File: src/rtl/wb_regfile.sv
// Writeback stage: load extraction, writeback mux, 32-entry register file with bypassed reads, commit trace.
// Latency: read ports combinational (write-through bypass); commit trace and retire count 1 cycle after WB.
// Backpressure: none; every valid WB slot retires, upstream inserts bubbles on stall/flush.
module wb_regfile #(
    parameter int XLEN  = 32,
    parameter int NREGS = 32
) (
    input  logic            i_clk,
    input  logic            i_rst,
    input  logic            i_insn_vld,
    input  logic [XLEN-1:0] i_pc,
    input  logic [XLEN-1:0] i_pc_plus4,
    input  logic [XLEN-1:0] i_alu_result,
    input  logic [XLEN-1:0] i_lsu_data,
    input  logic [4:0]      i_rd_addr,
    input  logic            i_rd_wren,
    input  logic [1:0]      i_wb_sel,
    input  logic            i_data_sel,
    input  logic [1:0]      i_extend_data_sel,
    input  logic [4:0]      i_rs1_addr,
    input  logic [4:0]      i_rs2_addr,
    output logic [XLEN-1:0] o_rs1_data,
    output logic [XLEN-1:0] o_rs2_data,
    output logic            o_commit_vld,
    output logic [XLEN-1:0] o_commit_pc,
    output logic [4:0]      o_commit_rd,
    output logic [XLEN-1:0] o_commit_data,
    output logic [31:0]     o_retire_cnt
);

    logic [XLEN-1:0] regs [NREGS];
    logic [7:0]      ld_byte;
    logic [15:0]     ld_half;
    logic            ld_sign;
    logic [XLEN-1:0] ld_data;
    logic [XLEN-1:0] wb_data;
    logic            we;
    logic [31:0]     retire_cnt;

    // Pick the addressed byte/half from the aligned load word and extend it.
    // A half access only looks at offset bit 1; odd offsets are not trapped here.
    always_comb begin
        ld_byte = i_lsu_data[7:0];
        case (i_alu_result[1:0])
            2'd0:    ld_byte = i_lsu_data[7:0];
            2'd1:    ld_byte = i_lsu_data[15:8];
            2'd2:    ld_byte = i_lsu_data[23:16];
            default: ld_byte = i_lsu_data[31:24];
        endcase
        ld_half = i_alu_result[1] ? i_lsu_data[31:16] : i_lsu_data[15:0];
        ld_sign = 1'b0;
        ld_data = i_lsu_data;
        case (i_extend_data_sel)
            2'b00: begin
                ld_sign = ~i_data_sel & ld_byte[7];
                ld_data = {{(XLEN-8){ld_sign}}, ld_byte};
            end
            2'b01: begin
                ld_sign = ~i_data_sel & ld_half[15];
                ld_data = {{(XLEN-16){ld_sign}}, ld_half};
            end
            default: ld_data = i_lsu_data;
        endcase
    end

    // Writeback source select; the unused encoding yields zero.
    always_comb begin
        wb_data = '0;
        case (i_wb_sel)
            2'b00:   wb_data = i_pc_plus4;
            2'b01:   wb_data = i_alu_result;
            2'b10:   wb_data = ld_data;
            default: wb_data = '0;
        endcase
    end

    // A write only happens for a real instruction targeting a non-zero register.
    assign we = i_insn_vld & i_rd_wren & (i_rd_addr != 5'd0);

    // Read ports: x0 reads zero, a same-cycle write to the read address is forwarded.
    always_comb begin
        if (i_rs1_addr == 5'd0)
            o_rs1_data = '0;
        else if (we && (i_rs1_addr == i_rd_addr))
            o_rs1_data = wb_data;
        else
            o_rs1_data = regs[i_rs1_addr];

        if (i_rs2_addr == 5'd0)
            o_rs2_data = '0;
        else if (we && (i_rs2_addr == i_rd_addr))
            o_rs2_data = wb_data;
        else
            o_rs2_data = regs[i_rs2_addr];
    end

    // Register file storage; reset overrides a write presented in the same cycle.
    always_ff @(posedge i_clk) begin
        if (i_rst) begin
            for (int i = 0; i < NREGS; i++)
                regs[i] <= '0;
        end else if (we) begin
            regs[i_rd_addr] <= wb_data;
        end
    end

    // Commit trace: one-cycle delayed record of what the WB slot did.
    always_ff @(posedge i_clk) begin
        if (i_rst) begin
            o_commit_vld  <= 1'b0;
            o_commit_pc   <= '0;
            o_commit_rd   <= 5'd0;
            o_commit_data <= '0;
        end else begin
            o_commit_vld  <= i_insn_vld;
            o_commit_pc   <= i_pc;
            o_commit_rd   <= we ? i_rd_addr : 5'd0;
            o_commit_data <= we ? wb_data : '0;
        end
    end

    // Retired-instruction counter; wraps naturally at 2^32.
    always_ff @(posedge i_clk) begin
        if (i_rst)
            retire_cnt <= 32'd0;
        else if (i_insn_vld)
            retire_cnt <= retire_cnt + 32'd1;
    end

    assign o_retire_cnt = retire_cnt;

endmodule

File: config.mk
export PLATFORM = sky130hd
export DESIGN_NAME = wb_regfile
export DESIGN_NICKNAME = d
export VERILOG_FILES = /design/src/rtl/wb_regfile.sv
export SDC_FILE = /design/constraint.sdc
export NUM_CORES = 2
export LEC_CHECK = 0
export ABC_AREA = 0
export BUFFER_PORTS_ARGS = -buffer_cell sky130_fd_sc_hd__buf_2
export CAP_MARGIN = 20
export CORE_ASPECT_RATIO = 1.4
export CORE_UTILIZATION = 40
export CTS_CLUSTER_DIAMETER = 150
export DETAILED_ROUTE_END_ITERATION = 7
export HOLD_SLACK_MARGIN = 0.12
export PLACE_DENSITY = 0.6
export REMOVE_ABC_BUFFERS = 1
export SETUP_SLACK_MARGIN = 0.15
export SLEW_MARGIN = 5
export SYNTH_ARGS = -nofsm -noshare
export SYNTH_HDL_FRONTEND = slang
export SYNTH_SLANG_ARGS = --single-unit
File: constraint.sdc
create_clock -name i_clk -period 8.04 [get_ports i_clk]
set_clock_uncertainty 0.15 [all_clocks]
set_input_delay 1.608 -clock i_clk [delete_from_list [all_inputs] [get_ports i_clk]]
set_output_delay 1.608 -clock i_clk [all_outputs]
set_load 0.05 [all_outputs]
==> reports/qor.txt <==
Grt ovf - 0
Reg clk slew, reported paths - 50 ps
Gate Count Post-Synth - 4,302
Pwr/cell area - 220.6 nW/um2
Leading cell type in the layout, fill and taps excluded - nor2_1
Largest net degree at the start of global routing - 70
Sw frac - 27.81%
Core ar. - 143,000 um2
Worst-margin pin slew - 1186 ps
Setup Viol. Count Final - 0
Via/cell ratio - 6.299
Worst Setup Path Type - in2out
Die W - 323.1 um
Fillcell total - 12,832
Fin crit period - 6900 ps
CTS root buf - clkbuf_16
Pwr Total - 14.37 mW
IO Pins - 318
Critical path origin - i_alu_result[1]
DR WL met3 - 24.17 mm
Top FF cell, synth - edfxtp_1
DP HPWL - 130.9 mm
Share of layout cells above drive strength 1 - 26.74%
Number of synthesized flops with an enable pin - 1,024
Int Pwr - 10.38 mW
Initial antenna violation count - 11
Num CTS Buffers - 112
Hold WS - 358.8 ps
Die area - 145,900 um2
Post_cts resized - 0
Yosys reg bits - 1,126
Top routing layer in use - met5
P_leak - 22.66 nW
Reg power frac - 47.4%
Yosys cell types - 62
Crit. End Element - primary output
Starting Density - 40.38%
Via count - 41,037
Total Routing Usage GR - 28.68%
Worst r2r src - o_retire_cnt[4]
Status - complete, no violations
Max Slew Vio Count - 0
Drt total wl - 211.4 mm
Asr flop ratio synth - 0%
Final hold vios - 0
Commonest cells after routing, fill and taps aside - 1,083 x nor2_1, 1,024 x edfxtp_1, 435 x mux4_2
Startpoint types - input pin
YS warnings - 0
Final core area utilization - 45.56%
FP Rows - 164
Tcrit/Tclk final - 85.82%
Final antenna-violating net count - 0
Area of the multi-input gates - 22,950 um2
Area growth, synth to finish - 12.83%
Unrepaired setup endpoints after global routing - false
CTS Hold Bufs - 0
DRC - 0
CTS tree - built
GPL Wtd Cong - 0.9941
Vias in the first global route - 40,629
Synth Area per Inst - 13.42 um2
Global-route wire length before repair - 295.5 mm
H-tree levels - 3
CP arrival - 5140 ps
Worst-skew pair later-pin latency - 750 ps
Type of the most critical hold path - reg2reg
Buffer count from post-CTS setup fixing - 0
Comb pwr share - 15.2%
DRT Pass-1 Iters - 6
Post-synthesis sequential area ratio - 56.78%
CTS Sinks - 1,126
Die Span Y - 451.6 um
Post-Syn Area - 57,750 um2
Metal1 wirelength - 74.63 mm
Max VDD drop - 197.5 uV
Port Buffers - 317
DR WL met2 - 100.3 mm
Net switching power figure - 3.998 mW
Routed length per instance - 32.45 um
Crit path max fanout - 34
Nets@finish - 4,659
Clock share of power - 37.4%
Max Freq - 0.1449 GHz
Iter 0 DRT Violations - 5,596
Hold_sp - o_retire_cnt[26]
Setup TNS Final - 0 ps
Slew headroom - 20.96%
# Max-Cap Violations - 0
CTS max path bufs - 3
Register area - 32,790 um2
WP data required - 6280 ps
==> flip-flops by register name, summed over array words and instances (netlist names) <==
register	flops
regs	1024
o_commit_data	32
o_commit_pc	32
o_retire_cnt	32
o_commit_rd	5
o_commit_vld	1
==> metrics by stage <==
stage	instance area, um2	worst slack, ps	instances
after global routing	65160	1107	6514
after floorplan	55490	65.48	3879
final	65160	1140	6515
after detailed placement	61460	1304	6299
after CTS	65140	1303	6511
after global placement	61410	1269	6296
==> worst paths after layout <==
check,end,slack [ps],cells past startpoint
setup / recovery,o_rs1_data[13],1140,9
hold / removal,o_retire_cnt[26],360,2
setup reg to reg,o_retire_cnt[25],5700,6
hold reg to reg,o_retire_cnt[26],360,2
==> Yosys cell counts, drive strengths merged, types with 14 or more instances <==
library cell,number,area [um2]
and2,14,87.58
mux4,435,9797
buf,254,1627
dfxtp,102,2042
xor2,20,175.2
xnor2,19,166.4
o21ai,61,305.3
nor4,14,142.6
nor2,1114,4232
nand2,100,375.4
nand3,40,200.2
nand2b,52,325.3
a211oi,88,820.8
clkbuf,200,752.0
a21oi,80,400.4
nor3,70,350.3
edfxtp,1024,30750
mux2i,245,2452
a22oi,162,1216
nor2b,70,437.9
a221oi,20,175.2
==> power by group through the flow <==
stage,Sequential [mW],Clock (mW),Combinational [mW]
after floorplan,6.94,0,1.11
after global placement,6.91,0,2.13
after detailed placement,6.93,0,2.14
after CTS,6.81,5.41,2.14
after global routing,6.84,5.62,2.24
final,6.81,5.38,2.18
==> logic make-up (layout without fill, tap and decap cells) <==
group           count (synthesis)  after routing  synth area share (%)
simple gates                 1509           1509                 11.08
flops                        1126           1126                 56.78
mux                           687            687                 21.35
compound gates                477            477                 6.004
buf+inv                       462            733                 4.171
xor+xnor                       39             39                0.5915
fa+ha+maj                       1              1               0.02166
other cells                     1             34              0.006493
==> metal layers <==
metal	vias to the layer above	track usage, %
met5	-	0
met4	12	15.45
met3	561	6.614
met2	2875	46.25
met1	20975	35.69
li1	16614	-
==> cell type report <==
type	count	area share, %
Sequential cell	1126	50.32
Clock buffer	139	4.566
Inverter	8	0.04608
Clock inverter	73	1.079
Timing Repair Buffer	513	5.092
Antenna cell	2	0.007681
Multi-Input combinational cell	2745	35.22
Tap cell	1909	3.666
==> critical path, cell delays in order <==
cell	delay [ps]
buf_2	370
nor2b_1	690
a22o_1	230
a22oi_1	70
a221oi_1	910
nor2_4	0
buf_4	310
a211oi_1	540
buf_2	360
Note: power is estimated with default switching activity, not from simulation.
